--- config.mk ---
export PLATFORM = sky130hd
export DESIGN_NAME = flash_fifo_fill_ctrl
export DESIGN_NICKNAME = d
export VERILOG_FILES = /design/src/rtl/flash_pkg.sv /design/src/rtl/flash_fifo_fill_ctrl.sv
export SDC_FILE = /design/constraint.sdc
export NUM_CORES = 1
export LEC_CHECK = 0
export ABC_AREA = 0
export BUFFER_PORTS_ARGS = -buffer_cell sky130_fd_sc_hd__buf_2
export CORE_ASPECT_RATIO = 1.75
export CORE_MARGIN = 2
export CORE_UTILIZATION = 39
export CTS_CLUSTER_DIAMETER = 100
export DETAILED_ROUTE_END_ITERATION = 8
export PLACE_DENSITY_LB_ADDON = 0.3
export SYNTH_ARGS = -nofsm -noshare
export SYNTH_HDL_FRONTEND = slang
export SYNTH_SLANG_ARGS = --single-unit
--- constraint.sdc ---
create_clock -name system_clk -period 2.95 [get_ports system_clk]
set_clock_uncertainty 0.2 [all_clocks]
set_input_delay 0.59 -clock system_clk [delete_from_list [all_inputs] [get_ports system_clk]]
set_output_delay 0.59 -clock system_clk [all_outputs]
set_load 0.05 [all_outputs]
--- src/rtl/flash_pkg.sv ---
// Shared types and defaults for the SPI flash read / FIFO fill controller.
package flash_pkg;

    localparam int              W_DEF         = 8;
    localparam int              ADDR_W_DEF    = 24;
    localparam int              LEN_W_DEF     = 16;
    localparam logic [7:0]      RD_OPCODE_DEF = 8'h03;

    typedef enum logic [2:0] {
        ST_IDLE,
        ST_CS_SETUP,
        ST_SEND_CMD,
        ST_SEND_ADDR,
        ST_DATA_ISSUE,
        ST_DATA_WAIT,
        ST_CS_HOLD,
        ST_FINISH
    } fill_state_t;

endpackage

--- src/rtl/flash_fifo_fill_ctrl.sv ---
// SPI flash READ sequencer that streams returned bytes into fifo_buffer.
//
// state       | meaning
// ------------+---------------------------------------------------------
// IDLE        | waiting for cmd_start; cs_n high
// CS_SETUP    | one cycle of chip-select to first clock margin
// SEND_CMD    | shifting out the read opcode
// SEND_ADDR   | shifting out the address, MSB byte first
// DATA_ISSUE  | start a dummy-byte exchange once the FIFO has room
// DATA_WAIT   | byte in flight; on completion write it to the FIFO
// CS_HOLD     | one cycle hold before releasing chip select
// FINISH      | pulse done (aborted qualifies it), drop busy
module flash_fifo_fill_ctrl
    import flash_pkg::*;
#(
    parameter int              W         = W_DEF,
    parameter int              ADDR_W    = ADDR_W_DEF,
    parameter int              LEN_W     = LEN_W_DEF,
    parameter logic [W-1:0]    RD_OPCODE = W'(RD_OPCODE_DEF)
) (
    input  logic              system_clk,
    input  logic              system_reset_n,
    input  logic              cmd_start,
    input  logic [ADDR_W-1:0] cmd_addr,
    input  logic [LEN_W-1:0]  cmd_len,
    input  logic              cmd_abort,
    output logic              busy,
    output logic              done,
    output logic              aborted,
    output logic              spi_cs_n,
    output logic              spi_go,
    output logic [W-1:0]      spi_tx_byte,
    input  logic [W-1:0]      spi_rx_byte,
    input  logic              spi_byte_done,
    input  logic              fifo_full,
    output logic              write_req,
    output logic [W-1:0]      fifo_dataIn
);

    localparam int ADDR_BYTES = ADDR_W / W;
    localparam int IDX_W      = (ADDR_BYTES > 1) ? $clog2(ADDR_BYTES) : 1;
    localparam logic [IDX_W-1:0] LAST_IDX = IDX_W'(ADDR_BYTES - 1);

    fill_state_t        state;
    logic [ADDR_W-1:0]  addr_sh;
    logic [LEN_W-1:0]   len_rem;
    logic [IDX_W-1:0]   byte_idx;
    logic               in_flight;
    logic               abort_pend;
    logic               abort_seen;

    // an abort arriving in the same cycle as a byte boundary counts immediately
    assign abort_seen = abort_pend | cmd_abort;

    // Main sequencer: state, counters and all registered outputs.
    // A FIFO write is only visible in fifo_full one cycle after write_req, so
    // DATA_ISSUE waits out the write_req cycle before trusting the flag.
    always_ff @(posedge system_clk or negedge system_reset_n) begin
        if (!system_reset_n) begin
            state       <= ST_IDLE;
            busy        <= 1'b0;
            done        <= 1'b0;
            aborted     <= 1'b0;
            spi_cs_n    <= 1'b1;
            spi_go      <= 1'b0;
            spi_tx_byte <= '0;
            write_req   <= 1'b0;
            fifo_dataIn <= '0;
            addr_sh     <= '0;
            len_rem     <= '0;
            byte_idx    <= '0;
            in_flight   <= 1'b0;
            abort_pend  <= 1'b0;
        end else begin
            spi_go    <= 1'b0;
            write_req <= 1'b0;
            done      <= 1'b0;
            aborted   <= 1'b0;
            if (state != ST_IDLE && cmd_abort)
                abort_pend <= 1'b1;

            case (state)
                ST_IDLE: begin
                    abort_pend <= 1'b0;
                    in_flight  <= 1'b0;
                    byte_idx   <= '0;
                    if (cmd_start) begin
                        busy <= 1'b1;
                        if (cmd_len == '0) begin
                            state <= ST_FINISH;
                        end else begin
                            addr_sh  <= cmd_addr;
                            len_rem  <= cmd_len;
                            spi_cs_n <= 1'b0;
                            state    <= ST_CS_SETUP;
                        end
                    end
                end
                ST_CS_SETUP: state <= ST_SEND_CMD;
                ST_SEND_CMD: begin
                    if (!in_flight) begin
                        spi_go      <= 1'b1;
                        spi_tx_byte <= RD_OPCODE;
                        in_flight   <= 1'b1;
                    end else if (spi_byte_done) begin
                        in_flight <= 1'b0;
                        state     <= abort_seen ? ST_CS_HOLD : ST_SEND_ADDR;
                    end
                end
                ST_SEND_ADDR: begin
                    if (!in_flight) begin
                        spi_go      <= 1'b1;
                        spi_tx_byte <= addr_sh[ADDR_W-1 -: W];
                        in_flight   <= 1'b1;
                    end else if (spi_byte_done) begin
                        in_flight <= 1'b0;
                        addr_sh   <= addr_sh << W;
                        if (byte_idx == LAST_IDX) begin
                            byte_idx <= '0;
                            state    <= abort_seen ? ST_CS_HOLD : ST_DATA_ISSUE;
                        end else begin
                            byte_idx <= byte_idx + 1'b1;
                            if (abort_seen)
                                state <= ST_CS_HOLD;
                        end
                    end
                end
                ST_DATA_ISSUE: begin
                    if (abort_seen) begin
                        state <= ST_CS_HOLD;
                    end else if (!fifo_full && !write_req) begin
                        spi_go      <= 1'b1;
                        spi_tx_byte <= '0;
                        state       <= ST_DATA_WAIT;
                    end
                end
                ST_DATA_WAIT: begin
                    if (spi_byte_done) begin
                        write_req   <= 1'b1;
                        fifo_dataIn <= spi_rx_byte;
                        len_rem     <= len_rem - 1'b1;
                        if (len_rem == LEN_W'(1) || abort_seen)
                            state <= ST_CS_HOLD;
                        else
                            state <= ST_DATA_ISSUE;
                    end
                end
                ST_CS_HOLD: begin
                    spi_cs_n <= 1'b1;
                    state    <= ST_FINISH;
                end
                ST_FINISH: begin
                    done    <= 1'b1;
                    aborted <= abort_seen;
                    busy    <= 1'b0;
                    state   <= ST_IDLE;
                end
                default: state <= ST_IDLE;
            endcase
        end
    end

endmodule

## Word-level counts from Yosys, hierarchy flattened

Cells that the tools add are included.

- Flip-flop bits (word level): 69
- Latch bits: 0
- RAM bits: 0
- ROM bits: 0
- Input port bits: 54
- Output and inout bits: 22
- Word-level logic and storage cells: 114
- Memories: 0

- Add/sub/neg operators: 2
- $mul: 0
- Div/mod/pow operators: 0
- $lt $le $gt $ge: 0
- Eq/ne operators: 22
- Shift-type cells: 0
- Muxes and demuxes: 51
- Bitwise operators: 1
- Reduce and logical (&&, ||, !) cells: 24

Operators with widths:

| kind | number |
|---|---|
| $mux W24 | 4 |
| $mux W16 | 3 |
| $pmux W24 S2 | 1 |
| $mux W3 | 12 |
| $mux W8 | 4 |
| $pmux W16 S2 | 1 |
| $pmux W3 S8 | 1 |
| $pmux W8 S3 | 1 |
| $ne A2 B2 Y1 const B | 11 |
| $eq A16 B1 Y1 const B | 1 |
| $logic_not A16 Y1 | 1 |
| $sub A16 B1 Y16 const B | 1 |
| $mux W1 | 14 |
| $eq A3 B3 Y1 const B | 4 |
| $reduce_bool A2 Y1 | 6 |
| $mux W2 | 5 |
| $reduce_and A5 Y1 | 2 |
| $pmux W1 S2 | 4 |
| $reduce_and A8 Y1 | 1 |
| $eq A3 B2 Y1 const B | 2 |
| $ne A3 B3 Y1 const B | 2 |
| $reduce_and A3 Y1 | 2 |
| $reduce_bool A3 Y1 | 2 |
| $pmux W2 S2 | 1 |
| other kinds (11) | 14 |

## Depth between registers and ports, before layout

- Word-level depth: 6
- Mapped depth: 7

## Worst setup path after synthesis

Ideal clock, no wire load.

- Kind: input -> register
- Start point: in cmd_len[2]
- End point: reg addr_sh[12]
- Library setup time: 125 ps
- Data arrival time: 2451 ps
- Required time: 2625 ps
- Setup slack: 174 ps
- Cell stages on the path: 6
- Path buffers: 2
- Cell sequence: or4_4 -> or4_4 -> a31o_1 -> buf_6 -> buf_12 -> mux2_4

- Longest elaborated chain between the ends: 3

Ends and longest elaborated chain:

| item | RTL line | text |
|---|---|---|
| start: declaration | flash_fifo_fill_ctrl.sv:25 | `input logic [LEN_W-1:0] cmd_len,` |
| $logic_not A16 Y1 | flash_fifo_fill_ctrl.sv:89 | `if (cmd_len == '0) begin` |
| $ne A2 B2 Y1 (no line) | - |  |
| $reduce_and A5 Y1 (no line) | - |  |
| end signal: assignment | flash_fifo_fill_ctrl.sv:92 | `addr_sh <= cmd_addr;` |
| end signal: assignment | flash_fifo_fill_ctrl.sv:117 | `addr_sh <= addr_sh << W;` |
| end: declaration | flash_fifo_fill_ctrl.sv:45 | `logic [ADDR_W-1:0] addr_sh;` |

Every way passes these cells.
A chain may end at the register's enable or synchronous reset.

## Final worst setup path

- Start point: in cmd_len[2]
- End point: reg addr_sh[23]

Same word-level chain as after synthesis.

==> reports/results.ini <==
[run_status]
run_status = completed

[floorplanning]
die_w_um = 78.1
floorplan.rows = 47
chipHeight_um = 134
fp.coreArea_um2 = 9410
initial_utilization_pct = 39.8
floorplan.die_area_um2 = 10400
io-pin-count = 76

[placement]
dp.final_hpwl_um = 6860
port-buffer-count = 75
gp_congestion = 0.865
placement.cell_area_um2 = 4310

[synth]
synth.largest_area_cell = dfrtp_1
yosys_warnings = 0
synth-edff-count = 0
synth-adder-area-share_pct = 0.668
syn_avg_cell_area_um2 = 10.3
synthXorXnorAreaFrac_pct = 0.234
synthCells = 362
synth_area_leaders = dfrtp_1 (45%), mux2_2 (9.0%), mux2i_1 (5.1%)
synth_top_area_share_pct = 45.5
synthesis.area_um2 = 3740
synth_sequential_area_ratio_pct = 46.2
syn_nets = 418
synth_simple_gate_area_share_pct = 15.7
mux_share_of_post_synthesis_cell_area_pct = 18.9
postSynthRegisterBits = 69
synth_compound_area_share_pct = 12.0
ys_dominant_reg_cell = dfrtp_1
main_combinational_cell_family_by_area_after_synthesis = multiplexers
synth_async_sr_flop_share_pct = 100
synth.distinct_cells = 52

[routing]
post_drt_wl_per_cell_um = 16.0
vias_after_detailed_routing = 3144
route.detailed.drc = 0
via_density_per_instance = 5.48
totalWireLength_um = 9180
drtIter0Drc = 142
drtAntennaViolNets = 0
drtPass1Iterations = 4

[cts]
max-clock-path-buffers = 2
cts-root-buf = clkbuf_16
buffer_count_from_post_cts_setup_fixing = 0
h-tree-depth = 3
clock_transition_at_the_registers_of_the_reported_paths_ns = 0.06
ctsHoldBuffers = 1
worst_skew_pair_latency_ns = 0.33
tritoncts_num_sinks = 69
cts_made_buffers = 9
cts_tree = yes
cts.repair.resized = 0

[worst_setup_path]
cp_slowest_cell = or4_4
crit_chain = buf_2 > or4_4 > or4_4 > a31o_1 > buf_12 > mux2_4
cp_top_family = simple AND/OR/NAND/NOR gates
cp-start-kind = input pin
worst_setup_path_end_kind = flop
worst-setup-path-type = in -> reg
crit_path_max_incr_delay_ns = 0.58
critPathArrivalTime_ns = 2.60
ff2ff_path_depth = 5
worst-path-buf-inv = 2
crit_path_max_fanout = 24
critPathRequiredTime_ns = 2.96
critical_path_depth = 6
worst_path_most_repeated_cell = or4_4

[run]
maxCapViolCount = 0

[sta]
worst_slew_pin_slew_ns = 0.808
timing.fmax_mhz = 386
hold_viol_final = 0
fin_crit_ns = 2.59
finalHoldWorstSlack_ns = 0.278
maxSlewHeadroom_pct = 46.0
setup-tns-final_ns = 0
min_period_over_period_pct = 87.7
unrepaired_setup_endpoints_after_global_routing = false
drv_slew = 0
setup_viol_count_final = 0

[layout]
drive_above_1_share_pct = 35.8
insertedDiodeCount = 0
finish.instance_area_um2 = 4660
num-fill-cells = 917
utilization_pct = 49.6
nNetsFinal = 503
area_added_between_synthesis_and_finish_pct = 24.6

[power]
leakage_nw = 2.19
vdd_drop_max_mv = 0.700
power_mw = 5.13
power.density_nw_per_um2 = 1100

[min_path]
whs_path_depth = 2
holdCritPathClass = reg -> reg

[global_route]
grt_pass1_wl_um = 15600
grt_start_max_net_pins = 37
globalRouteTotalUtil_pct = 19.1
number_of_global_route_vias_before_repair = 3288
antenna_found_initial = 0
overflow = 0

[state kept, by name (all words and copies together), names as in the netlist]
register,count
len_rem,16
spi_cs_n,1
state,3
aborted,1
in_flight,1
addr_sh,24
spi_go,1
abort_pend,1
done,1
spi_tx_byte,8
byte_idx,2
write_req,1
busy,1
fifo_dataIn,8
[layout by cell type (no fill, tap or decap), drive strengths merged, types with 3 or more instances in the layout]
master  Yosys  routed
nand3       8       8
nor4        5       5
nor2       15      15
o21ai      11      11
nor3       14      14
buf         6      94
o221ai      6       6
a31oi       4       4
a21oi      11      11
dfrtp      68      68
o311ai      4       4
a221o       3       3
mux2i      19      19
mux2       42      42
inv        31      32
nand4       8       8
clkbuf     15       9
a221oi      5       5
bufinv      0       3
nand2      44      44
or4         7       7
[worst min-delay path, delay by kind of cell (launching register included)]
family / cells / cell delay [ns]
flip-flops: 1 / 0.34
AND/OR/NAND/NOR: 2 / 0.10
[layout make-up]
cell class	instances	area [µm²]	area share, %
inverters	31	116	2.49
repair buffers	95	541	11.6
well taps	122	153	3.27
flip-flops and latches	69	1730	37.0
clock inverters	7	123	2.63
clock buffers	9	225	4.83
multi-input cells	241	1780	38.1
[per-stage QoR]
stage / std cells / worst slack (ns)
after floorplan: 362 / 0.174
after global placement: 557 / 0.0489
after detailed placement: 557 / 0.0303
after CTS: 574 / 0.377
after global routing: 574 / 0.350
final: 574 / 0.363
[synthesized netlist by cell type, drive strengths merged (3+ instances only)]
master  count
a21oi      11
a221o       3
a221oi      5
a31oi       4
buf         6
clkbuf     15
dfrtp      68
inv        31
mux2       42
mux2i      19
nand2      44
nand3       8
nand4       8
nor2       15
nor3       14
nor4        5
o21ai      11
o221ai      6
o311ai      4
or4         7
[per-layer routing]
metal,vias to the layer above,global-route usage [%],part of all wire (%)
met2,106,32.9,53
met5,-,0,0
li1,1487,-,-
met3,16,4.27,5.2
met4,0,10.0,2.5
met1,1535,21.7,39
[path summary, 6_finish.rpt]
path / startpoint / to / slack [ns]
max reg2reg: state[1] / len_rem[8] / 0.62
min in group asynchronous: system_reset_n / fifo_dataIn[3] / 0.45
max in group asynchronous: system_reset_n / spi_cs_n / 1.33
min: busy / busy / 0.28
max: cmd_len[2] / addr_sh[23] / 0.36
min reg2reg: busy / busy / 0.28
[power breakdown]
part / internal, mW / switching (mW)
combinational: 0.868 / 1.23
clock: 0.829 / 0.414
sequential: 1.41 / 0.384
total: 3.10 / 2.03
[logic make-up (layout without fill, tap and decap cells)]
logic type	after synthesis	after routing
xor+xnor	1	1
compound gates	62	62
mux	61	61
flops	69	69
fa+ha+maj	2	2
simple gates	115	115
buf+inv	52	142
(Power assumes the default switching activity.)
